File: src/rtl/pin_test_pattern_gen.sv
// pin_test_pattern_gen: drives N_PINS bring-up test patterns stepped by a programmable prescaler
module pin_test_pattern_gen #(
   parameter int N_PINS = 8,
   parameter int DIV_W  = 16
) (
   input  logic              clk,
   input  logic              rst_n,
   input  logic              enable,
   input  logic [2:0]        mode,
   input  logic [DIV_W-1:0]  div,
   output logic [N_PINS-1:0] pins,
   output logic              tick,
   output logic              wrap
);
   typedef enum logic [1:0] {IDLE, LOAD, RUN} state_t;

   function automatic logic [N_PINS-1:0] alt_init();
      logic [N_PINS-1:0] p;
      for (int i = 0; i < N_PINS; i++) p[i] = (i % 2 == 0);
      return p;
   endfunction

   localparam logic [N_PINS-1:0] ALT_INIT = alt_init();

   state_t            r_state, w_state_nxt;
   logic [DIV_W-1:0]  r_cnt, w_cnt_nxt;
   logic [N_PINS-1:0] r_pins, w_pins_nxt, w_init, w_step;
   logic [2:0]        r_mode, w_mode_nxt;
   logic              r_tick, w_tick_nxt, r_wrap, w_wrap_nxt, w_step_wrap;

   // initial pattern uses the live mode (consumed in LOAD); step uses the mode latched at LOAD
   always_comb begin
      w_init      = (mode == 3'd1) ? '1 :
                    (mode == 3'd3) ? N_PINS'(1) :
                    (mode == 3'd5) ? ALT_INIT : '0;
      w_step      = (r_mode == 3'd2 || r_mode == 3'd5) ? ~r_pins :
                    (r_mode == 3'd3) ? {r_pins[N_PINS-2:0], r_pins[N_PINS-1]} :
                    (r_mode == 3'd4) ? r_pins + 1'b1 : r_pins;
      w_step_wrap = (r_mode == 3'd3) ? r_pins[N_PINS-1] :
                    (r_mode == 3'd4) ? &r_pins : 1'b0;
   end

   // next state: enable=0 beats a mode change, which beats a prescaler step
   always_comb begin
      w_state_nxt = r_state;
      w_cnt_nxt   = '0;
      w_pins_nxt  = r_pins;
      w_mode_nxt  = r_mode;
      w_tick_nxt  = 1'b0;
      w_wrap_nxt  = 1'b0;
      case (r_state)
         IDLE: w_state_nxt = enable ? LOAD : IDLE;
         LOAD: begin
            w_pins_nxt  = w_init;
            w_mode_nxt  = mode;
            w_state_nxt = enable ? RUN : IDLE;
         end
         RUN: begin
            if (!enable) w_state_nxt = IDLE;
            else if (mode != r_mode) w_state_nxt = LOAD;
            else if (r_cnt >= div) begin
               w_tick_nxt = 1'b1;
               w_wrap_nxt = w_step_wrap;
               w_pins_nxt = w_step;
            end
            else w_cnt_nxt = r_cnt + 1'b1;
         end
         default: w_state_nxt = IDLE;
      endcase
   end

   // state and output registers, cleared asynchronously
   always_ff @(posedge clk or negedge rst_n) begin
      if (!rst_n) begin
         r_state <= IDLE;
         r_cnt   <= '0;
         r_pins  <= '0;
         r_mode  <= '0;
         r_tick  <= 1'b0;
         r_wrap  <= 1'b0;
      end else begin
         r_state <= w_state_nxt;
         r_cnt   <= w_cnt_nxt;
         r_pins  <= w_pins_nxt;
         r_mode  <= w_mode_nxt;
         r_tick  <= w_tick_nxt;
         r_wrap  <= w_wrap_nxt;
      end
   end

   assign pins = r_pins;
   assign tick = r_tick;
   assign wrap = r_wrap;
endmodule

File: config.mk
export PLATFORM = sky130hd
export DESIGN_NAME = pin_test_pattern_gen
export DESIGN_NICKNAME = d
export VERILOG_FILES = /design/src/rtl/pin_test_pattern_gen.sv
export SDC_FILE = /design/constraint.sdc
export NUM_CORES = 1
export LEC_CHECK = 0
export ABC_AREA = 1
export CAP_MARGIN = 20
export CORE_MARGIN = 4
export CORE_UTILIZATION = 55
export DETAILED_ROUTE_END_ITERATION = 10
export PLACE_DENSITY_LB_ADDON = 0.05
export SLEW_MARGIN = 5
export SYNTH_ARGS = -nofsm -noshare
export SYNTH_HDL_FRONTEND = slang
export SYNTH_SLANG_ARGS = --single-unit
File: constraint.sdc
create_clock -name clk -period 2.4 [get_ports clk]
set_clock_uncertainty 0.2 [all_clocks]
set_input_delay 0.48 -clock clk [delete_from_list [all_inputs] [get_ports clk]]
set_output_delay 0.48 -clock clk [all_outputs]
set_load 0.01 [all_outputs]
==> flow_metrics.tcl, run 1 <==
set metrics [dict create \
    power.density_nw_per_um2 487.6 \
    yosys.area_share.simple 0.3354 \
    fmax_ghz 0.4426 \
    numClockSinks 31 \
    hold_violations 0 \
    synth-xor-area-share 0.05011 \
    core_um2 4000 \
    worst_pin_slew_ps 530.1 \
    fin_crit_ps 2260 \
    htreeDepth 2 \
    critPathMaxStageDelay_ps 450 \
    cp-start-kind "primary input" \
    reg2reg_slack_ps 310 \
    synthArstFlopShare 1.000 \
    crit_chain "clkdlybuf4s50_1, inv_1, ha_4, nand2_2, nor2_1, nor2_1, nand2_1, nand2_1, nand2_1, nand2_1, nand2_4, nor2_4, inv_4, nor2_1" \
    post_drt_wl_per_cell_um 12.08 \
    start_util 0.5680 \
    maxSlewViolCount 0 \
    path_class "primary input to flop" \
    cts_tree "yes" \
    first_global_vias 1930 \
    ys_seq_area_frac 0.3414 \
    cts.repair.resized 0 \
    final.setup.tns_ps 0 \
    hold_buffers 0 \
    synth_flop_cell "dfrtp_1" \
    yosys-mux-area-fraction 0 \
    fin_hold_ws_ps 271.1 \
    min_period_over_period 0.9415 \
    drc 0 \
    cts.reportedPaths.clkPinSlew_ps 60 \
    io_buffers 31 \
    synth_compound_area_frac 0.08150 \
    first_pass_iters 4 \
    grt_max_degree 32 \
    status "completed" \
    critical_path.endpoint_type "flop" \
    hp-class "flop to flop" \
    die_area_um2 5224 \
    setup_viol_count_final 0 \
    synth.distinct_cells 28 \
    viasPerCell 5.154 \
    relSlewSlack 0.6457 \
    die_y_um 72.28 \
    yosys_warnings 0 \
    root_buffer "clkbuf_8" \
    cts_inserted_buffers 5 \
    layout_setup_ws_ps 140.4 \
    critPathSlowestCell "clkdlybuf4s50_1" \
    num_antenna_cells 0 \
    synth-seq-cells 31 \
    num-nets-final 400 \
    drv_cap 0 \
    die_w_um 72.28 \
    synth_top_family_by_area "simple AND/OR/NAND/NOR gates" \
    grt_pass1_wl_mm 8.079 \
    grt_overflow 0 \
    peakVddDrop_uv 444.2 \
    drt-total-wl_mm 4.954 \
    antenna_found_initial 0 \
    critPathMostFrequentCell "nand2_1" \
    syn-num-nets 361 \
    synth_edf_count 0 \
    vias 2113 \
    required_ps 2410 \
    dpl_worst_slack_ps -222.7 \
    insertion_delay_ps 280 \
    path_max_fanout 9 \
    grt_use_total 0.1984 \
    pin_count 32 \
    layout-drive-gt1-share 0.09167 \
    synth_fa_ha_area_frac 0.09912 \
    final_cell_mix "nand2_1, inv_1, nor2_1, clkdlybuf4s50_1, dfrtp_1" \
    cts.path.max_buffers 2 \
    dp_hpwl_mm 3.679 \
    gp_congestion 0.8302 \
    area_growth_pct 23.07 \
    arrival_ps 2270 \
    syn_inst 321 \
    netlist_area_um2 2272 \
    cts_setup_buffers 0 \
    drt_iter0_drc 116 \
    syn_area_per_cell_um2 7.078 \
    fp-row-count 23 \
    leakage_nw 1.432 \
    drtAntennaViolNets 0 \
    layout_commonest_cell "nand2_1" \
]
==> synthesized netlist by cell type (all sizes together), types with 2 or more instances <==
master | count | area, µm²
nand2 | 98 | 382.9
inv | 55 | 206.4
nor2 | 42 | 202.7
dfrtp | 31 | 775.7
nand3 | 21 | 117.6
ha | 18 | 225.2
o21ai | 15 | 78.82
a21oi | 11 | 55.05
xor2 | 7 | 61.31
xnor2 | 6 | 52.55
nand4 | 4 | 31.28
nor3 | 3 | 15.01
a21o | 2 | 15.01
o21a | 2 | 15.01
==> metal layers <==
metal  up-vias  global-route usage  share of wire
li1       1083                   -              -
met1       963              0.2429           0.44
met2        61              0.3438           0.48
met3         6             0.04432          0.064
met4         0             0.06681          0.014
met5         -                   0              0
==> through the flow <==
step                      utilization  power [mW]  area, µm²  cells
after global placement         0.6622      0.9544       2649    402
after global routing           0.6991       1.448       2796    410
after detailed placement       0.6622      0.9620       2649    402
after floorplan                     -      0.8184       2272    321
final                          0.6991       1.364       2796    410
after CTS                      0.6841       1.374       2736    409
==> flip-flops by register name (all words and copies together), names as in the netlist <==
| name | cells |
|---|---|
| r_cnt | 16 |
| pins | 8 |
| r_mode | 3 |
| r_state | 2 |
| tick | 1 |
| wrap | 1 |
==> cell type report <==
type,instances,area (µm²)
fillers,359,1204
well taps,50,62.56
clock buffers,6,82.58
clock inverters,1,5.005
repair buffers,32,317.8
inverters,55,209.0
multi-input cells,235,1344
flip-flops and latches,31,775.7
==> worst max-delay path: cells and delay by family <==
| family | cells | cell delay, ps |
|---|---|---|
| buf+inv | 3 | 600 |
| fa+ha+maj | 1 | 240 |
| simple gates | 10 | 930 |
==> power breakdown <==
group | switching (mW) | internal [mW] | total (mW)
Sequential | 0.0504 | 0.556 | 0.607
Combinational | 0.191 | 0.158 | 0.349
Clock | 0.183 | 0.225 | 0.407
==> cells by family (layout without fill, tap and decap cells) <==
family | after synthesis | after routing
simple gates | 170 | 171
xor+xnor | 13 | 13
fa+ha+maj | 18 | 18
flops | 31 | 31
buf+inv | 56 | 94
compound gates | 33 | 33
==> path summary, 6_finish.rpt <==
kind                            startpoint   endpoint  cells past startpoint
worst max-delay path                div[3]   r_cnt[6]                     14
worst min-delay path              r_cnt[0]   r_cnt[0]                      1
worst max register to register    r_cnt[0]   r_cnt[6]                     13
worst min register to register    r_cnt[0]   r_cnt[0]                      1
max in group asynchronous            rst_n   r_cnt[1]                      2
min in group asynchronous            rst_n  r_cnt[15]                      2
Note: power is estimated with default switching activity, not from simulation.
==> inputs of run 2 (changes only) <==
- CTS_CLUSTER_SIZE: unset -> 40
- GPL_TIMING_DRIVEN: unset -> 0
- SKIP_CTS_REPAIR_TIMING: unset -> 1
==> run 2 against run 1 <==
Global-route usage grew 0.24 points. Clock-buffer cell count grew 1. Setup slack worse by 3.4 ps. Flip-flop and latch count unchanged. Register-to-register slack is essentially flat. Clock power down 4%. Sequential share of layout area down 0.28 points. Die area did not move. Critical path depth fell by 4. First-iteration DRC count decreased by 4.3%. Largest power group unchanged. Highest routed layer unchanged.
==> flow_metrics.tcl, run 2 (synthesis gave the netlist of run 1 again) <==
set metrics [dict create \
    grt_use_total 0.2008 \
    maxSlewViolCount 0 \
    start_util 0.5680 \
    status "completed" \
    critPathMostFrequentCell "a21oi_1" \
    wl_met1_mm 2.189 \
    wl_met2_mm 2.113 \
    fillers 357 \
    fin_crit_ps 2263 \
    hold_violations 0 \
    min_period_over_period 0.9429 \
    placedCellCount 402 \
    post_drt_wl_per_cell_um 11.28 \
    viasPerCell 5.034 \
    htreeDepth 2 \
    numClockSinks 31 \
    layout-drive-gt1-share 0.1083 \
    grt_max_degree 32 \
    path_max_fanout 8 \
    layout_commonest_cell "nand2_1" \
    setup_viol_count_final 0 \
    root_buffer "clkbuf_8" \
    largest_reg_flops 16 \
    peakVddDrop_uv 317.5 \
    fp-row-count 23 \
    arrival_ps 2270 \
    reg2reg_from "r_cnt[0]" \
    dp_hpwl_mm 3.516 \
    final_cell_mix "nand2_1, inv_1, nor2_1, dfrtp_1, clkdlybuf4s50_1" \
    first_global_vias 2006 \
    die_y_um 72.28 \
    critPathBufInv 2 \
    first_pass_iters 4 \
    drt-total-wl_mm 4.625 \
    critical_path.endpoint_type "flop" \
    leakage_nw 1.433 \
    drv_cap 0 \
    fin_hold_ws_ps 40.29 \
    crit_family "simple AND/OR/NAND/NOR gates" \
    pin_count 32 \
    p_total_mw 1.346 \
    drc 0 \
    critPathMaxStageDelay_ps 450 \
    path_class "primary input to flop" \
    gp_congestion 0.9402 \
    wl_met3_um 237 \
    top_layer "met4" \
    drtAntennaViolNets 0 \
    area_growth_pct 24.34 \
    cts_inserted_buffers 5 \
    r2r_end "r_cnt[14]" \
    reg2reg_depth 13 \
    drt_iter0_drc 111 \
    grt_pass1_wl_mm 8.424 \
    crit_chain "clkdlybuf4s50_1, inv_1, ha_1, a21oi_1, o21ai_0, a21oi_1, nand2_2, nor2_4, nand2_1, nor2_1" \
    power.density_nw_per_um2 476.6 \
    hp-class "primary input to async pin" \
    insertion_delay_ps 280 \
    num-nets-final 399 \
    worst_pin_slew_ps 690.0 \
    top_register "r_cnt" \
    vias 2064 \
    die_w_um 72.28 \
    die_area_um2 5224 \
    relSlewSlack 0.5400 \
    core_um2 4000 \
    num_antenna_cells 0 \
    fmax_ghz 0.4419 \
    grt_overflow 0 \
    required_ps 2410 \
    cts_tree "yes" \
    io_buffers 31 \
    cts.path.max_buffers 2 \
    cp-start-kind "primary input" \
    critPathSlowestCell "clkdlybuf4s50_1" \
    antenna_found_initial 0 \
    final_cell_count_no_fill 410 \
    cts.reportedPaths.clkPinSlew_ps 60 \
    reg2reg_slack_ps 320 \
]
==> run 2: cell types whose count changed in the layout (fill, tap and decap cells not counted), moves of 2 or more <==
cell             change
clkdlybuf4s50_1      -2
ha_4                 +3
a21oi_1              -2
inv_1                -2
inv_2                +2
clkbuf_1             +3
ha_1                 -3
a21oi_2              +2
==> run 2: through the flow <==
step                utilization  cell area (µm²)  setup TNS, ps  setup slack, ps
CTS                      0.6803             2721              0            57.98
global placement         0.6612             2645          -4010           -205.4
global route             0.7063             2825         -83.87           -27.73
detailed placement       0.6600             2640          -4710           -230.5
floorplan                     -             2272              0            495.4
finish                   0.7063             2825              0            137.0
==> run 2: metal layers <==
layer | up-vias | GRT usage
li1 | 1079 | -
met1 | 934 | 0.2573
met2 | 42 | 0.3357
met3 | 9 | 0.03740
met4 | 0 | 0.07724
met5 | - | 0
==> run 2: area by class of cell <==
| cell class | instances | area [µm²] | area share |
|---|---|---|---|
| Buffer | 1 | 3.754 | 0.001329 |
| Clock buffer | 7 | 76.32 | 0.02702 |
| Clock inverter | 1 | 5.005 | 0.001771 |
| Inverter | 55 | 209.0 | 0.07396 |
| Multi-Input combinational cell | 234 | 1385 | 0.4903 |
| Sequential cell | 31 | 775.7 | 0.2746 |
| Tap cell | 50 | 62.56 | 0.02214 |
| Timing Repair Buffer | 31 | 307.8 | 0.1089 |
==> run 2: worst max-delay path by stage <==
stage | startpoint | end | slack [ps] | cells past startpoint
2_1_floorplan | div[3] | pins[0] | 500 | 14
3_3_place_gp | div[3] | r_cnt[0] | -210 | 14
3_5_place_dp | div[3] | r_cnt[5] | -230 | 14
4_1_cts | div[3] | r_cnt[5] | 60 | 14
5_1_grt | div[2] | pins[5] | -30 | 15
6_report | div[13] | r_cnt[14] | 140 | 10
==> run 2: where the power goes <==
group	switching, mW	internal [mW]
Sequential	0.0491	0.556
Combinational	0.191	0.160
Clock	0.187	0.203
Total	0.427	0.919
==> inputs of run 3 (changes only) <==
- MAX_ROUTING_LAYER: unset -> met4
==> run 3 against run 2 <==
Sequential share of layout area about the same. Core utilization up 0.063 points. Routed wire length down 0.19%. Critical endpoint unchanged. Largest cell class unchanged.
==> flow_metrics.tcl, run 3 (synthesis gave the netlist of run 1 again) <==
set metrics [dict create \
    status "completed" \
    maxSlewViolCount 0 \
    p_switching_uw 426.4 \
    fillers 356 \
    grt_pass1_wl_mm 8.404 \
    relSlewSlack 0.5446 \
    fp-row-count 23 \
    wl_met3_um 248 \
    path_class "primary input to flop" \
    gp_congestion 0.9571 \
    utilization 0.7069 \
    leakage_nw 1.442 \
    layout-drive-gt1-share 0.1083 \
    num-nets-final 399 \
    peakVddDrop_uv 318.2 \
    fin_crit_ps 2268 \
    arrival_ps 2280 \
    top_layer "met4" \
    grt_max_degree 32 \
    sw_frac_of_total 0.3169 \
    reg2reg_from "r_cnt[0]" \
    die_area_um2 5224 \
    top_register "r_cnt" \
    root_buffer "clkbuf_8" \
    post_drt_wl_per_cell_um 11.26 \
    first_global_vias 2009 \
    cts_tree "yes" \
    die_w_um 72.28 \
    intPower_uw 919.0 \
    start_util 0.5680 \
    combPwrFrac 0.261 \
    cts.path.max_buffers 2 \
    final_cell_count_no_fill 410 \
    critPathLaunch "div[13]" \
    fmax_ghz 0.4409 \
    hold_violations 0 \
    grt_use_total 0.2059 \
    layout_commonest_cell "nand2_1" \
    regArea_um2 775.7 \
    final.setup.tns_ps 0 \
    drc 0 \
    cts.reportedPaths.clkPinSlew_ps 60 \
    dp_hpwl_mm 3.516 \
    largest_reg_flops 16 \
    wl_met1_mm 2.146 \
    path_max_fanout 8 \
    cts_inserted_buffers 5 \
    antenna_found_initial 0 \
    insertion_delay_ps 280 \
    hp-class "primary input to async pin" \
    area_growth_pct 24.45 \
    htreeDepth 2 \
    setup_viol_count_final 0 \
    drtAntennaViolNets 0 \
    io_buffers 31 \
    first_pass_iters 4 \
    grt_overflow 0 \
    power_frac_seq 0.450 \
    drv_cap 0 \
    power.density_nw_per_um2 475.8 \
    viasPerCell 5.012 \
    multi_input_area_um2 1385 \
    wl_met2_mm 2.137 \
    final_cell_mix "nand2_1, inv_1, nor2_1, dfrtp_1, clkdlybuf4s50_1" \
    placedCellCount 402 \
    drt-total-wl_mm 4.616 \
    numClockSinks 31 \
    cp-start-kind "primary input" \
    core_um2 4000 \
    clkPwrFrac 0.289 \
    required_ps 2410 \
    pin_count 32 \
    min_period_over_period 0.9450 \
    vias 2055 \
    num_antenna_cells 0 \
    drt_iter0_drc 103 \
    critical_path.endpoint_type "flop" \
    die_y_um 72.28 \
    worst_pin_slew_ps 683.1 \
]
run 3: cell count changes in the layout (fill, tap and decap cells not counted), sizes merged:
| cell | delta |
|---|---|
| clkdlybuf4s50 | -1 |
| dlymetal6s2s | +1 |
run 3: per-layer routing:
metal,GRT usage,up-vias
met5,-,-
met4,0.07724,0
met2,0.3357,44
met1,0.2573,925
li1,-,1077
met3,0.03324,9
run 3: worst max-delay path: stages:
cell             delay [ps]
clkdlybuf4s50_1         450
inv_1                    40
ha_1                    310
a21oi_1                 150
o21ai_0                 100
a21oi_1                 160
nand2_2                 120
nor2_4                  240
nand2_1                 100
nor2_1                  120
run 3: metrics by stage:
step | cell area (µm²) | total power, mW | setup WS (ps) | hold WS [ps]
floorplan | 2272 | 0.8184 | 495.4 | -15.59
global placement | 2645 | 0.9521 | -205.4 | 251.4
detailed placement | 2640 | 0.9563 | -230.5 | 263.8
CTS | 2721 | 1.351 | 57.98 | 59.62
global route | 2828 | 1.440 | -21.39 | 95.23
finish | 2828 | 1.345 | 132.0 | 35.55
run 3: path summary, 6_finish.rpt:
check	to	slack [ps]	cells after the start
setup / recovery	r_cnt[14]	130	10
hold / removal	r_cnt[15]	40	1
setup reg to reg	r_cnt[14]	320	13
hold reg to reg	r_cnt[0]	270	1
max in group asynchronous	r_mode[0]	1520	1
min in group clk	r_cnt[0]	270	1
run 3: power by group through the flow:
stage / registers, mW / clock network, mW / logic [mW]
5_1_grt: 0.612 / 0.420 / 0.408
2_1_floorplan: 0.615 / 0 / 0.204
4_1_cts: 0.604 / 0.402 / 0.344
6_report: 0.605 / 0.389 / 0.351
3_3_place_gp: 0.614 / 0 / 0.338
3_5_place_dp: 0.614 / 0 / 0.343
run 3: area by class of cell:
cell class / count / area share
flip-flops and latches: 31 / 0.2743
clock inverters: 1 / 0.001770
clock buffers: 7 / 0.02699
plain buffers: 1 / 0.001327
inverters: 55 / 0.07389
repair buffers: 31 / 0.1097
multi-input cells: 234 / 0.4898
well taps: 50 / 0.02212
